File: src/rtl/xls_pipe_pkg.sv
// Shared types and helpers for the XLS valid-only pipeline credit sink.
// The counter widths and the credit update encoding used by the top and the FIFO are defined here.
package xls_pipe_pkg;

    localparam int MIN_LATENCY = 1;

    typedef enum logic [1:0] {
        CREDIT_HOLD,
        CREDIT_TAKE,
        CREDIT_GIVE
    } credit_op_e;

    // Bits needed to hold any value in 0..depth.
    function automatic int credit_width(input int depth);
        return $clog2(depth + 1);
    endfunction

    // An issue and a pop in the same cycle cancel out.
    function automatic credit_op_e credit_op(input logic issue, input logic pop);
        if (issue && !pop) begin
            return CREDIT_TAKE;
        end
        if (pop && !issue) begin
            return CREDIT_GIVE;
        end
        return CREDIT_HOLD;
    endfunction

endpackage

File: src/rtl/xls_pipe_result_fifo.sv
// Result FIFO for the credit sink: circular buffer with registered head and no fall-through.
// A push into a full FIFO without a simultaneous pop drops the data and sets a sticky overflow flag.
module xls_pipe_result_fifo
    import xls_pipe_pkg::*;
#(
    parameter int DATA_WIDTH = 32,
    parameter int DEPTH      = 4
) (
    input  logic                  clk,
    input  logic                  rst,
    input  logic                  push,
    input  logic [DATA_WIDTH-1:0] push_data,
    input  logic                  pop,
    output logic                  full,
    output logic                  empty,
    output logic [DATA_WIDTH-1:0] head,
    output logic                  overflow
);

    localparam int PTR_W = (DEPTH > 1) ? $clog2(DEPTH) : 1;
    localparam int CNT_W = credit_width(DEPTH);
    localparam logic [PTR_W-1:0] LAST_PTR = PTR_W'(DEPTH - 1);
    localparam logic [CNT_W-1:0] FULL_CNT = CNT_W'(DEPTH);

    logic [DATA_WIDTH-1:0] mem [DEPTH];
    logic [PTR_W-1:0]      wr_ptr;
    logic [PTR_W-1:0]      rd_ptr;
    logic [CNT_W-1:0]      count;
    logic                  do_push;
    logic                  do_pop;

    // Pointers wrap explicitly so DEPTH need not be a power of two.
    function automatic logic [PTR_W-1:0] next_ptr(input logic [PTR_W-1:0] ptr);
        return (ptr == LAST_PTR) ? '0 : ptr + 1'b1;
    endfunction

    assign full  = (count == FULL_CNT);
    assign empty = (count == '0);
    assign head  = mem[rd_ptr];

    assign do_pop  = pop && !empty;
    // When full, the slot being popped this cycle is the one the push overwrites.
    assign do_push = push && (!full || do_pop);

    // NOTE: storage has no reset; count and pointers alone decide which entries are valid.
    always_ff @(posedge clk) begin
        if (do_push) begin
            mem[wr_ptr] <= push_data;
        end
    end

    // NOTE: sequential state uses non-blocking assignments so every register samples pre-edge values.
    always_ff @(posedge clk or posedge rst) begin
        if (rst) begin
            wr_ptr   <= '0;
            rd_ptr   <= '0;
            count    <= '0;
            overflow <= 1'b0;
        end else begin
            if (do_push) begin
                wr_ptr <= next_ptr(wr_ptr);
            end
            if (do_pop) begin
                rd_ptr <= next_ptr(rd_ptr);
            end
            case ({do_push, do_pop})
                2'b10:   count <= count + 1'b1;
                2'b01:   count <= count - 1'b1;
                default: count <= count;
            endcase
            if (push && !do_push) begin
                overflow <= 1'b1;
            end
        end
    end

endmodule

File: src/rtl/xls_pipe_credit_sink.sv
// Consumer-side adapter for a valid-only XLS pipeline: meters issue with credits and
// re-presents every pipeline result as a ready/valid stream through a local FIFO.
module xls_pipe_credit_sink
    import xls_pipe_pkg::*;
#(
    parameter int DATA_WIDTH = 32,
    parameter int LATENCY    = 2,
    parameter int DEPTH      = 4
) (
    input  logic                  clk,
    input  logic                  rst,
    input  logic                  in_valid,
    output logic                  in_ready,
    output logic                  pipe_input_valid,
    input  logic                  pipe_output_valid,
    input  logic [DATA_WIDTH-1:0] pipe_out,
    output logic                  out_valid,
    input  logic                  out_ready,
    output logic [DATA_WIDTH-1:0] out_data,
    output logic                  idle,
    output logic                  overflow
);

    localparam int CRED_W  = credit_width(DEPTH);
    localparam int FLUSH_W = $clog2(LATENCY + 1);
    localparam logic [CRED_W-1:0]  MAX_CREDITS  = CRED_W'(DEPTH);
    localparam logic [FLUSH_W-1:0] FLUSH_CYCLES = FLUSH_W'(LATENCY);

    if (LATENCY < MIN_LATENCY) begin : g_bad_latency
        $error("xls_pipe_credit_sink: LATENCY must be >= %0d", MIN_LATENCY);
    end
    if (DEPTH < 1) begin : g_bad_depth
        $error("xls_pipe_credit_sink: DEPTH must be >= 1");
    end

    logic [CRED_W-1:0]  credits;
    logic [CRED_W-1:0]  credits_next;
    logic [FLUSH_W-1:0] flush_cnt;
    logic               flush_done;
    logic               issue;
    logic               pop;
    logic               fifo_push;
    logic               fifo_full;
    logic               fifo_empty;
    credit_op_e         credit_cmd;

    assign flush_done       = (flush_cnt == '0);
    assign in_ready         = flush_done && (credits != '0);
    assign issue            = in_valid && in_ready;
    assign pipe_input_valid = issue;
    assign out_valid        = !fifo_empty;
    assign pop              = out_valid && out_ready;
    assign idle             = (credits == MAX_CREDITS) && flush_done;

    // Pipeline valid registers are not reset, so results are ignored until the flush window closes.
    assign fifo_push = pipe_output_valid && flush_done;

    assign credit_cmd = credit_op(issue, pop);

    // NOTE: every always_comb target gets its default first so no path can infer a latch.
    always_comb begin
        credits_next = credits;
        unique case (credit_cmd)
            CREDIT_TAKE: if (credits != '0)          credits_next = credits - 1'b1;
            CREDIT_GIVE: if (credits != MAX_CREDITS) credits_next = credits + 1'b1;
            default: ;
        endcase
    end

    always_ff @(posedge clk or posedge rst) begin
        if (rst) begin
            credits   <= MAX_CREDITS;
            flush_cnt <= FLUSH_CYCLES;
        end else begin
            credits <= credits_next;
            if (!flush_done) begin
                flush_cnt <= flush_cnt - 1'b1;
            end
        end
    end

    xls_pipe_result_fifo #(
        .DATA_WIDTH (DATA_WIDTH),
        .DEPTH      (DEPTH)
    ) u_fifo (
        .clk       (clk),
        .rst       (rst),
        .push      (fifo_push),
        .push_data (pipe_out),
        .pop       (pop),
        .full      (fifo_full),
        .empty     (fifo_empty),
        .head      (out_data),
        .overflow  (overflow)
    );

    a_credit_bound: assert property (@(posedge clk) disable iff (rst)
        credits <= MAX_CREDITS)
        else $error("credit counter above DEPTH");

    a_credit_over: assert property (@(posedge clk) disable iff (rst)
        !(credit_cmd == CREDIT_GIVE && credits == MAX_CREDITS))
        else $error("credit returned with none outstanding");

    a_credit_under: assert property (@(posedge clk) disable iff (rst)
        !(credit_cmd == CREDIT_TAKE && credits == '0))
        else $error("issue with no credit available");

    // Only reachable when the pipeline delivers a result that was never issued.
    a_no_drop: assert property (@(posedge clk) disable iff (rst)
        !(fifo_push && fifo_full && !pop))
        else $warning("pipeline result dropped: result FIFO full");

endmodule

File: config.mk
export PLATFORM = sky130hd
export DESIGN_NAME = xls_pipe_credit_sink
export DESIGN_NICKNAME = d
export VERILOG_FILES = /design/src/rtl/xls_pipe_pkg.sv /design/src/rtl/xls_pipe_result_fifo.sv /design/src/rtl/xls_pipe_credit_sink.sv
export SDC_FILE = /design/constraint.sdc
export NUM_CORES = 1
export LEC_CHECK = 0
export BUFFER_PORTS_ARGS = -buffer_cell sky130_fd_sc_hd__buf_2
export CELL_PAD_IN_SITES_DETAIL_PLACEMENT = 2
export CELL_PAD_IN_SITES_GLOBAL_PLACEMENT = 2
export CORE_MARGIN = 8
export CORE_UTILIZATION = 39
export DETAILED_ROUTE_END_ITERATION = 6
export HOLD_SLACK_MARGIN = 0.02
export PLACE_DENSITY_LB_ADDON = 0.08
export SLEW_MARGIN = 20
export SYNTH_ARGS = -nofsm -noshare
export SYNTH_HDL_FRONTEND = slang
export SYNTH_SLANG_ARGS = --single-unit
File: constraint.sdc
create_clock -name clk -period 2.3 [get_ports clk]
set_clock_uncertainty 0.1 [all_clocks]
set_input_delay 0.46 -clock clk [delete_from_list [all_inputs] [get_ports clk]]
set_output_delay 0.46 -clock clk [all_outputs]
set_load 0.1 [all_outputs]
* Yosys cells after proc, flatten, opt, wreduce, memory -nomap -nowiden
Memory sizes are Yosys's and may differ from the RTL's. Cells that the tools add are included. Widths: inputs -> output; s select.
Operators by class: reduce and logical (&&, ||, !) cells 22, mux-type cells 15, add/subtract/negate cells 7, equality and inequality tests 11
Operators by type and width (count):
- $mux 2 | 6
- $pmux 3 s2 | 2
- $logic_and 1x1->1 | 10
- $eq 2x2->1 const B | 4
- $add 3x1->3 const B | 2
- $eq 3x3->1 const B | 2
- $mux 3 | 2
- $sub 3x1->3 const B | 2
- $logic_not 1->1 | 5
- $mux 1 | 5
- $add 2x1->2 const B | 2
- $eq 2x1->1 const B | 2
- $ne 2x2->1 const B | 2
- $reduce_bool 2->1 | 2
- $logic_not 3->1 | 1
- $ne 3x3->1 const B | 1
- $reduce_and 3->1 | 1
- $reduce_bool 3->1 | 1
- $logic_not 2->1 | 1
- $sub 2x1->2 const B | 1
- $logic_or 1x1->1 | 1
Word-level totals: memories kept 1, register bits 13, output and inout bits 37, RAM bits 128
Memory list:
- u_fifo.mem | depth 4, width 32, read ports 1, clocked after Yosys merged registers in 0, write ports 1, line xls_pipe_result_fifo.sv:25 | logic [DATA_WIDTH-1:0] mem [DEPTH];

* Logic depth before layout (Yosys ltp)
Gate-level depths: netlist of the first run.
depth after elaboration 12, depth in mapped cells 12, mapped depth without buffers 11

* Modules after synthesis
From an unflattened synthesis of the first run, not the netlist that was laid out.
Second synthesis, totals: cells, all modules 269, area total of the unflattened synthesis 5606.6 um^2
Modules (own cells, without submodules):
- xls_pipe_result_fifo | area an instance 5232.5 um^2, instances 1, sequential area each 4043.9 um^2, cells each 228
- xls_pipe_credit_sink | area an instance 374.1 um^2, instances 1, sequential area each 127.6 um^2, cells each 41

* Worst setup path before layout of the first run
OpenSTA, ideal clock, no wires.
kind reg2out, start reg flush_cnt[0], end out idle, cell stages (with the launch flop) 6, path slack -1071 ps, required time 1740 ps, arrival 2811 ps, cell sequence dfrtp_1 -> inv_1 -> ha_1 -> buf_2 -> nand2_1 -> nor3_1
Between the ends: word-level cells in the longest chain between the ends 2
RTL lines:
- start, declared | line xls_pipe_credit_sink.sv:38 | logic [FLUSH_W-1:0] flush_cnt;
- start signal, assigned | line xls_pipe_credit_sink.sv:77 | flush_cnt <= flush_cnt - 1'b1;
- $logic_not 2->1 | line xls_pipe_credit_sink.sv:47 | assign flush_done = (flush_cnt == '0);
- $logic_and 1x1->1 | line xls_pipe_credit_sink.sv:53 | assign idle = (credits == MAX_CREDITS) && flush_done;
- end, declared | line xls_pipe_credit_sink.sv:20 | output logic idle,
Every way passes these cells.

* Final worst setup path of the first run
start reg u_fifo.rd_ptr[0], end out out_data[10]
Between the ends: word-level cells in the longest chain between the ends 1
RTL lines:
- start, declared | line xls_pipe_result_fifo.sv:27 | logic [PTR_W-1:0] rd_ptr;
- start signal, assigned | line xls_pipe_result_fifo.sv:64 | rd_ptr <= next_ptr(rd_ptr);
- $mem_v2 4x32
- end, declared | line xls_pipe_credit_sink.sv:19 | output logic [DATA_WIDTH-1:0] out_data,
Every way passes these cells.

==> implementation parameters, run 1 <==
Parameter                              Value

Cells and area
  Sequential cell area ... 4170 um2
  Commonest non-fill, non-tap cell in the layout ... edfxtp_1
  Utilization of the core after routing ... 52.1%
  Layout area overhead ... 31.8%
  Share of post-route cells with drive strength above 1 ... 47.0%
  Highest-count cells in the layout ignoring fill and taps ... edfxtp_1, buf_2, mux4_2, buf_12, buf_6
  Count of antenna diodes in the layout ... 0
  Filler cells ... 1,226
  Final Net Count ... 401
  Final design area excluding fillers ... 7150 um2
  Multi-input gate area in the final layout ... 1190 um2

Timing
  Final Hold Violating Endpoints ... 0
  Slew of the pin with the lowest slew margin ... 514 ps
  Final setup viols ... 32
  Post-route setup slack ... -111 ps
  Rel. slew slack ... 65.7%
  Fin crit period ... 2410 ps
  Share of the clock period used by the worst path after layout ... 105%
  Setup repair after global routing missed its margin ... true
  Maximum operating frequency ... 415 MHz
  Number of pins with negative max-slew slack in the final report ... 0

Outcome
  Status ... complete, but fails checks
  Violated checks ... negative setup slack

Drt
  DRC Markers ... 0
  Final Routed Wirelength ... 11,700 um
  Via density per instance ... 5.01
  Via Count ... 2,746
  Initial DRT Pass Iterations ... 4
  Remaining antenna violation count ... 0
  Average wire length per cell after detail routing ... 21.4 um
  Detailed router's first-iteration violation count ... 146

Clock network
  TritonCTS sink count ... 141
  Level count of the clock H-tree ... 4
  Clock latency of the later-clocked register in the worst-skew pair ... 420 ps
  Clock slew at the register clock pins of the worst setup and hold paths ... 60 ps
  Clk root buf ... clkbuf_16
  TritonCTS Buffers ... 17
  Maximum clock path buffer count ... 2
  TritonCTS clock tree ... done

Critical path
  Total stage count of the critical path ... 3
  Cell depth of the worst flop-to-flop path ... 10
  Setup slack of the most critical reg-to-reg path ... 160 ps
  Reg-to-reg critical path endpoint ... credits[2]$_DFFE_PP1P_
  Arrival time at the worst endpoint ... 1850 ps
  Worst setup endpoint ... out_data[10]
  Slowest-stage cell, CP ... mux4_2
  Required time of the critical path ... 1740 ps
  Series of cell instances along the critical path ... buf_12, mux4_2, buf_12
  Type of the worst setup path ... reg -> out
  Worst reg2reg startpoint ... flush_cnt[1]$_DFFE_PP1P_
  Top Family by Delay on Critical Path ... multiplexers
  Most repeated library cell on the critical path ... buf_12
  Worst setup path start ... u_fifo.rd_ptr[0]$_DFFE_PP0P_
  CP max stage delay ... 570 ps
  Critical Path Fanout Max ... 14
  Worst Path Buf+Inv ... 2
  Crit start category ... register
  Worst setup EP type ... primary output

Logic synthesis
  Cell variety after synth ... 32
  Share of synthesized area occupied by flip-flops and latches ... 76.9%
  Count of state elements after synthesis ... 141
  Number of standard cells after synthesis ... 251
  Number of warnings reported in the yosys synthesis log ... 0
  Synth Net Count ... 297
  Post-synthesis instance area ... 5430 um2
  Syn avg cell area ... 21.6 um2

Place
  HPWL Detailed ... 7640 um
  Pre-CTS setup slack ... -11.1 ps
  Number of buffers added on ports ... 73
  Final weighted congestion in routability-driven placement ... 0.675
  Standard cell area after detailed placement ... 6420 um2

GRT
  Largest net degree at the start of global routing ... 33
  GRT Total Usage ... 14.2%
  Wire length of the first global-routing pass ... 18,700 um
  Number of antenna violations at the first check in global routing ... 1
  Via count of the first global-routing pass ... 3,189
  Remaining Overflow, GRT ... 0

Floorplan
  Number of placement rows ... 43
  Core area ... 13,700 um2
  Overall die height ... 134 um
  I/O pin total ... 74
  DIE AREA ... 17,900 um2
  Initial cell density of the core ... 39.6%
  Overall die width ... 134 um

Run
  Max cap viols ... 0

Worst hold path
  Tightest Hold Check Type ... in -> reg
[through the flow]
stage          hold slack (ps)  TNS (ps)  std cells
2_1_floorplan              236         0        251
3_3_place_gp               352         0        514
3_5_place_dp               357     -11.1        514
4_1_cts                    131     -3420        548
5_1_grt                    136     -4560        548
6_report                   156     -2410        548
[Yosys cell counts]
| cell type | number | area share, % |
|---|---|---|
| o31a_1 | 2 | 0.32 |
| nor2_4 | 1 | 0.21 |
| o32a_1 | 1 | 0.18 |
| xor2_1 | 2 | 0.32 |
| inv_1 | 11 | 0.76 |
| buf_2 | 5 | 0.46 |
| nor4b_1 | 1 | 0.16 |
| dfrtp_1 | 11 | 5.1 |
| o221ai_1 | 1 | 0.16 |
| and2_1 | 4 | 0.46 |
| mux4_2 | 32 | 13 |
| dfstp_2 | 2 | 0.97 |
| o311ai_4 | 1 | 0.48 |
| nand2_1 | 9 | 0.62 |
| nor2_1 | 4 | 0.28 |
| o21ai_0 | 5 | 0.46 |
| edfxtp_1 | 128 | 71 |
| or3_1 | 1 | 0.12 |
| nor3_1 | 3 | 0.28 |
| inv_2 | 3 | 0.21 |
| a31o_2 | 1 | 0.16 |
| clkbuf_1 | 3 | 0.21 |
| ha_1 | 7 | 1.6 |
| fa_1 | 2 | 0.74 |
| a21o_1 | 1 | 0.14 |
| a21oi_1 | 3 | 0.28 |
| buf_4 | 1 | 0.14 |
| o21ai_1 | 1 | 0.092 |
| o31ai_4 | 1 | 0.39 |
| xnor2_1 | 2 | 0.32 |
| mux2i_1 | 1 | 0.18 |
| nor2_2 | 1 | 0.12 |
[cell families (layout without fill, tap and decap cells)]
kind of cell	after synthesis	count (layout)	synth area share, %
muxes	33	33	13.5
buffers and inverters	23	140	1.77
AOI/OAI and AO/OA	17	17	2.67
xor gates and xnor gates	4	4	0.646
and+or+nand+nor	24	24	2.24
DFF	141	141	76.9
adders and majority gates	9	9	2.35
[registers in the layout (all words and copies together) (netlist names)]
register	cells
u_fifo.rd_ptr	2
u_fifo.overflow	1
flush_cnt	2
u_fifo.count	3
u_fifo.wr_ptr	2
credits	3
u_fifo.mem	128
[how the worst min path moves through the flow]
| stage | startpoint | to | slack, ps | depth (start not counted) |
|---|---|---|---|---|
| after floorplan | rst | credits[0]$_DFFE_PP0P_ | 240 | 1 |
| after global placement | u_fifo.overflow$_DFFE_PP0P_ | u_fifo.overflow$_DFFE_PP0P_ | 350 | 1 |
| after detailed placement | u_fifo.overflow$_DFFE_PP0P_ | u_fifo.overflow$_DFFE_PP0P_ | 360 | 1 |
| after CTS | pipe_out[24] | u_fifo.mem[0][24]$_DFFE_PP_ | 130 | 1 |
| after global routing | pipe_out[24] | u_fifo.mem[1][24]$_DFFE_PP_ | 140 | 1 |
| final | pipe_out[0] | u_fifo.mem[3][0]$_DFFE_PP_ | 160 | 1 |
[final cells by class]
| cell class | count | share of cell area, % |
|---|---|---|
| Sequential cell | 141 | 58.4 |
| Multi-Input combinational cell | 87 | 16.7 |
| Timing Repair Buffer | 94 | 13.6 |
| Clock buffer | 23 | 6.40 |
| Tap cell | 180 | 3.15 |
| Clock inverter | 9 | 1.01 |
| Inverter | 14 | 0.770 |
[layer usage]
metal / vias to the layer above / global-route usage (%) / share of wire (%)
met5: - / 0 / 0.077
met4: 2 / 6.18 / 1.3
met3: 14 / 4.97 / 5.3
met2: 66 / 23.1 / 51
met1: 1439 / 16.9 / 42
li1: 1225 / - / -
[timing repair]
action | in CTS | in global routing
pin swaps | 0 | 2
endpoints found under the setup margin | 34 | 34
gates resized for setup | 49 | 7
hold buffers | 1 | 0
hold endpoints to repair | 11 | 0
setup buffers | 1 | 1
Power of run 1 is left out: the tool's default activity adds up to more than one toggle a clock period on the data nets, which glitch-free logic cannot reach.
==> run 2: changes to the inputs <==
- RECOVER_POWER: not set -> 50
==> implementation parameters, run 2 (same netlist as run 1, synthesis figures left out) <==
Parameter                              Value

GRT
  Wire length of the first global-routing pass ... 18,700 um (unchanged)
  GR met1 Demand/Resource ... 16.9% (unchanged)
  Largest net degree at the start of global routing ... 33 (unchanged)
  Number of antenna violations at the first check in global routing ... 1 (unchanged)
  Most utilized layer in the global route result ... met2 (unchanged)
  Remaining Overflow, GRT ... 0 (unchanged)
  GR Layer Usage met2 ... 23.1% (unchanged)
  Met3 Usage GRT ... 4.97% (unchanged)
  Via count of the first global-routing pass ... 3,189 (unchanged)
  GRT Total Usage ... 14.2% (unchanged)

Timing
  Rel. slew slack ... 66.1% (was 65.7%)
  Share of the clock period used by the worst path after layout ... 105% (about the same)
  Post-route setup slack ... -114 ps (was -111 ps)
  Number of pins with negative max-slew slack in the final report ... 0 (unchanged)
  Final Hold Violating Endpoints ... 0 (unchanged)
  Setup repair after global routing missed its margin ... true (unchanged)
  Final setup viols ... 34 (was 32)
  Slew of the pin with the lowest slew margin ... 509 ps (was 514 ps)
  Maximum operating frequency ... 414 MHz (was 415 MHz)
  Fin crit period ... 2410 ps (about the same)

Critical path
  CP max stage delay ... 570 ps (about the same)
  Worst reg2reg startpoint ... flush_cnt[1]$_DFFE_PP1P_ (unchanged)
  Arrival time at the worst endpoint ... 1850 ps (about the same)
  Worst Path Buf+Inv ... 2 (unchanged)
  Setup slack of the most critical reg-to-reg path ... 0 ps (was 160 ps)
  Series of cell instances along the critical path ... buf_12, mux4_2, buf_12 (unchanged)
  Type of the worst setup path ... reg -> out (unchanged)
  Required time of the critical path ... 1740 ps (about the same)
  Reg-to-reg critical path endpoint ... credits[2]$_DFFE_PP1P_ (unchanged)
  Cell depth of the worst flop-to-flop path ... 10 (unchanged)
  Top Family by Delay on Critical Path ... multiplexers (unchanged)
  Critical Path Fanout Max ... 14 (unchanged)
  Slowest-stage cell, CP ... mux4_2 (unchanged)
  Crit start category ... register (unchanged)
  Most repeated library cell on the critical path ... buf_12 (unchanged)
  Worst setup EP type ... primary output (unchanged)

Drt
  Detailed router's first-iteration violation count ... 132 (was 146)
  Initial DRT Pass Iterations ... 4 (unchanged)
  Average wire length per cell after detail routing ... 21.4 um (about the same)
  Via Count ... 2,735 (was 2,746)
  Final Routed Wirelength ... 11,700 um (about the same)
  Remaining antenna violation count ... 0 (unchanged)
  DRC Markers ... 0 (unchanged)
  Via density per instance ... 4.99 (was 5.01)

Place
  Pre-CTS setup slack ... -11.1 ps (unchanged)
  Final weighted congestion in routability-driven placement ... 0.675 (unchanged)
  HPWL Detailed ... 7640 um (unchanged)
  Number of buffers added on ports ... 73 (unchanged)

Worst hold path
  Endpoint with the worst hold slack ... u_fifo.mem[3][0]$_DFFE_PP_ (unchanged)
  Worst hold start ... pipe_out[0] (unchanged)
  Cells on Worst Hold Path ... 1 (unchanged)
  Tightest Hold Check Type ... in -> reg (unchanged)

Clock network
  TritonCTS sink count ... 141 (unchanged)
  TritonCTS Buffers ... 17 (unchanged)
  Level count of the clock H-tree ... 4 (unchanged)
  Clock slew at the register clock pins of the worst setup and hold paths ... 60 ps (about the same)
  TritonCTS clock tree ... done (unchanged)
  Clock latency of the later-clocked register in the worst-skew pair ... 420 ps (about the same)
  Clk root buf ... clkbuf_16 (unchanged)
  Maximum clock path buffer count ... 2 (unchanged)

Outcome
  Status ... complete, but fails checks (unchanged)
  Violated checks ... negative setup slack (unchanged)

Cells and area
  Commonest non-fill, non-tap cell in the layout ... edfxtp_1 (unchanged)
  Highest-count cells in the layout ignoring fill and taps ... edfxtp_1, clkbuf_1, mux4_2, buf_12, buf_6 (was edfxtp_1, buf_2, mux4_2, buf_12, buf_6)
  Register with the most flip-flops ... u_fifo.mem (unchanged)
  Final Net Count ... 401 (unchanged)
  Largest registers in the final layout ... u_fifo.mem x128, credits x3, u_fifo.count x3 (unchanged)
  Layout area overhead ... 30.8% (was 31.8%)
  Count of antenna diodes in the layout ... 0 (unchanged)
  Flip-flop count of the largest register after layout ... 128 (unchanged)
  Share of post-route cells with drive strength above 1 ... 38.0% (was 47.0%)

Floorplan
  Initial cell density of the core ... 39.6% (unchanged)
  Overall die height ... 134 um (unchanged)
  Number of placement rows ... 43 (unchanged)
  Overall die width ... 134 um (unchanged)
  I/O pin total ... 74 (unchanged)
  DIE AREA ... 17,900 um2 (unchanged)
  Core area ... 13,700 um2 (unchanged)

Run
  Max cap viols ... 0 (unchanged)
==> run 2: cell types whose count changed in the layout (fill, tap and decap cells not counted), sizes merged <==
| cell | before | now |
|---|---|---|
| buf | 93 | 61 |
| clkbuf | 23 | 55 |
==> run 2: final cells by class <==
type                            count  area, um2
Clock buffer                       23        458
Clock inverter                      9       72.6
Fill cell                        1251       6620
Inverter                           14       55.1
Multi-Input combinational cell     87       1180
Sequential cell                   141       4170
Tap cell                          180        225
Timing Repair Buffer               94        933
==> run 2: what timing repair did <==
item / 4_1_cts / 5_1_grt
hold endpoints to repair: 11 / 0
gates cloned: 0 / 0
setup endpoints to repair: 34 / 34
pin swaps: 0 / 2
gates resized for setup: 49 / 7
buffers inserted: 1 / 1
hold buffers: 1 / 0
==> run 2: how the worst max path moves through the flow <==
stage | start | end | slack [ps] | depth (start not counted)
2_1_floorplan | flush_cnt[1]$_DFFE_PP1P_ | credits[2]$_DFFE_PP1P_ | 20 | 11
3_3_place_gp | out_ready | u_fifo.count[2]$_DFFE_PP0P_ | 40 | 10
3_5_place_dp | out_ready | u_fifo.count[2]$_DFFE_PP0P_ | -10 | 10
4_1_cts | u_fifo.rd_ptr[0]$_DFFE_PP0P_ | out_data[28] | -150 | 3
5_1_grt | u_fifo.rd_ptr[0]$_DFFE_PP0P_ | out_data[10] | -180 | 3
6_report | u_fifo.rd_ptr[0]$_DFFE_PP0P_ | out_data[10] | -110 | 3
==> run 2: stage by stage <==
step	cell area, um2	instances	setup TNS, ps	util (%)	hold slack [ps]
floorplan	5450	251	0	-	236
global placement	6420	514	0	46.8	352
detailed placement	6420	514	-11.1	46.8	357
CTS	7120	548	-3420	51.9	131
global route	7100	548	-5090	51.8	185
finish	7100	548	-2560	51.8	199
==> run 2: per-layer routing <==
| metal | vias to the layer above | wire [um] |
|---|---|---|
| met5 | - | 9 |
| met3 | 15 | 613 |
| met2 | 61 | 6010 |
| met1 | 1433 | 4900 |
| met4 | 2 | 165 |
| li1 | 1224 | - |
Power of run 2 is left out for the same reason.
==> run 3: changes to the inputs <==
- PLACE_DENSITY: not set -> 0.77
- PLACE_DENSITY_LB_ADDON: 0.08 -> not set
==> implementation parameters, run 3 (same netlist as run 1, synthesis figures left out) <==
Parameter                              Value

Outcome
  Status ... complete, but fails checks (unchanged)
  Violated checks ... negative setup slack (unchanged)

Drt
  Routed wire length on met2 ... 7460 um (was 6010 um)
  Via density per instance ... 5.10 (was 4.99)
  Average wire length per cell after detail routing ... 25.0 um (was 21.4 um)
  Remaining antenna violation count ... 0 (unchanged)
  DRC Markers ... 0 (unchanged)
  Final Routed Wirelength ... 13,900 um (was 11,700 um)
  Metal-1 WL ... 5630 um (was 4900 um)
  Uppermost routed layer ... met4 (was met5)
  Metal3 WL ... 607 um (was 613 um)
  Via Count ... 2,834 (was 2,735)
  Detailed router's first-iteration violation count ... 152 (was 132)
  Initial DRT Pass Iterations ... 4 (unchanged)

Clock network
  TritonCTS Buffers ... 17 (unchanged)
  Maximum clock path buffer count ... 2 (unchanged)
  TritonCTS sink count ... 141 (unchanged)
  Clock slew at the register clock pins of the worst setup and hold paths ... 60 ps (about the same)
  TritonCTS clock tree ... done (unchanged)
  Clk root buf ... clkbuf_16 (unchanged)
  Clock latency of the later-clocked register in the worst-skew pair ... 420 ps (about the same)
  Level count of the clock H-tree ... 4 (unchanged)

Cells and area
  Largest registers in the final layout ... u_fifo.mem x128, credits x3, u_fifo.count x3 (unchanged)
  Share of post-route cells with drive strength above 1 ... 40.4% (was 38.0%)
  Layout area overhead ... 34.5% (was 30.8%)
  Flip-flop count of the largest register after layout ... 128 (unchanged)
  Count of antenna diodes in the layout ... 0 (unchanged)
  Utilization of the core after routing ... 53.2% (was 51.8%)
  Register with the most flip-flops ... u_fifo.mem (unchanged)
  Final Net Count ... 409 (was 401)
  Highest-count cells in the layout ignoring fill and taps ... edfxtp_1, clkbuf_1, mux4_2, buf_12, clkbuf_16 (was edfxtp_1, clkbuf_1, mux4_2, buf_12, buf_6)
  Commonest non-fill, non-tap cell in the layout ... edfxtp_1 (unchanged)

Critical path
  Required time of the critical path ... 1740 ps (about the same)
  Worst setup EP type ... primary output (unchanged)
  Critical Path Fanout Max ... 5 (was 14)
  Type of the worst setup path ... reg -> out (unchanged)
  Crit start category ... register (unchanged)
  Arrival time at the worst endpoint ... 1860 ps (was 1850 ps)

GRT
  Via count of the first global-routing pass ... 3,284 (was 3,189)
  GRT Total Usage ... 16.1% (was 14.2%)
  Number of antenna violations at the first check in global routing ... 0 (was 1)
  Largest net degree at the start of global routing ... 24 (was 33)
  Wire length of the first global-routing pass ... 20,800 um (was 18,700 um)
  Remaining Overflow, GRT ... 0 (unchanged)

Timing
  Share of the clock period used by the worst path after layout ... 105% (about the same)
  Fin crit period ... 2420 ps (was 2410 ps)
  Number of pins with negative max-slew slack in the final report ... 0 (unchanged)
  Setup repair after global routing missed its margin ... true (unchanged)
  Slew of the pin with the lowest slew margin ... 553 ps (was 509 ps)
  Maximum operating frequency ... 413 MHz (was 414 MHz)
  Rel. slew slack ... 63.1% (was 66.1%)
  Final Hold Violating Endpoints ... 0 (unchanged)
  Post-route setup slack ... -121 ps (was -114 ps)
  Final setup viols ... 32 (was 34)

Floorplan
  I/O pin total ... 74 (unchanged)
  Overall die height ... 134 um (unchanged)
  Core area ... 13,700 um2 (unchanged)
  Initial cell density of the core ... 39.6% (unchanged)
  DIE AREA ... 17,900 um2 (unchanged)
  Overall die width ... 134 um (unchanged)
  Number of placement rows ... 43 (unchanged)

Run
  Max cap viols ... 0 (unchanged)

Place
  Number of buffers added on ports ... 73 (unchanged)
  HPWL Detailed ... 8590 um (was 7640 um)
  Final weighted congestion in routability-driven placement ... 0.727 (was 0.675)

Worst hold path
  Tightest Hold Check Type ... in -> reg (unchanged)
run 3: changes by cell type in the layout (fill, tap and decap cells not counted), sizes merged:
cell	previous run	this run
buf	61	66
inv	14	17
clkbuf	55	52
clkinvlp	1	4
clkinv	7	5
bufinv	1	3
run 3: path summary, 6_finish.rpt:
path                       slack, ps                            to  cells past startpoint                          from
setup / recovery                -120                  out_data[21]                      4  u_fifo.rd_ptr[0]$_DFFE_PP0P_
hold / removal                   210   u_fifo.mem[1][24]$_DFFE_PP_                      1                  pipe_out[24]
setup reg to reg                  30   u_fifo.count[2]$_DFFE_PP0P_                     11      flush_cnt[1]$_DFFE_PP1P_
hold reg to reg                  380   u_fifo.overflow$_DFFE_PP0P_                      1   u_fifo.overflow$_DFFE_PP0P_
max in group asynchronous       1170  u_fifo.rd_ptr[1]$_DFFE_PP0P_                      3                           rst
min in group asynchronous        540      flush_cnt[0]$_DFFE_PP0P_                      3                           rst
run 3: critical path: stages, from the launching register on:
cell       delay [ps]
dfrtp_2           400
buf_12            150
clkbuf_16         160
mux4_2            520
buf_6             210
run 3: cell type report:
| class | count | area [um2] |
|---|---|---|
| clock inverters | 15 | 189 |
| clock buffers | 17 | 425 |
| flip-flops and latches | 141 | 4170 |
| multi-input cells | 87 | 1190 |
| inverters | 14 | 55.1 |
| fillers | 1203 | 6420 |
| well taps | 180 | 225 |
| repair buffers | 102 | 1040 |
run 3: timing repair:
item,in CTS,in global routing
cloned,2,2
endpoints found under the setup margin,35,33
endpoints found under the hold margin,11,0
buffers inserted,2,1
resized for setup,51,4
hold buffers,1,0
run 3: stage by stage:
step                      cell area (um2)  instances  setup WS (ps)  setup TNS [ps]  hold slack [ps]
after detailed placement             6400        516          -28.8           -28.8              361
final                                7300        556           -121           -2990              208
after global routing                 7300        556           -165           -6270              202
after global placement               6400        516           51.5               0              359
after floorplan                      5450        251           18.4               0              236
after CTS                            7270        553           -126           -3250              137
run 3: metal layers:
layer / track usage, % / vias up
met5: 0 / -
met4: 5.43 / 0
met3: 4.79 / 15
met2: 28.1 / 82
met1: 18.4 / 1498
li1: - / 1239
Power of run 3 is left out for the same reason.
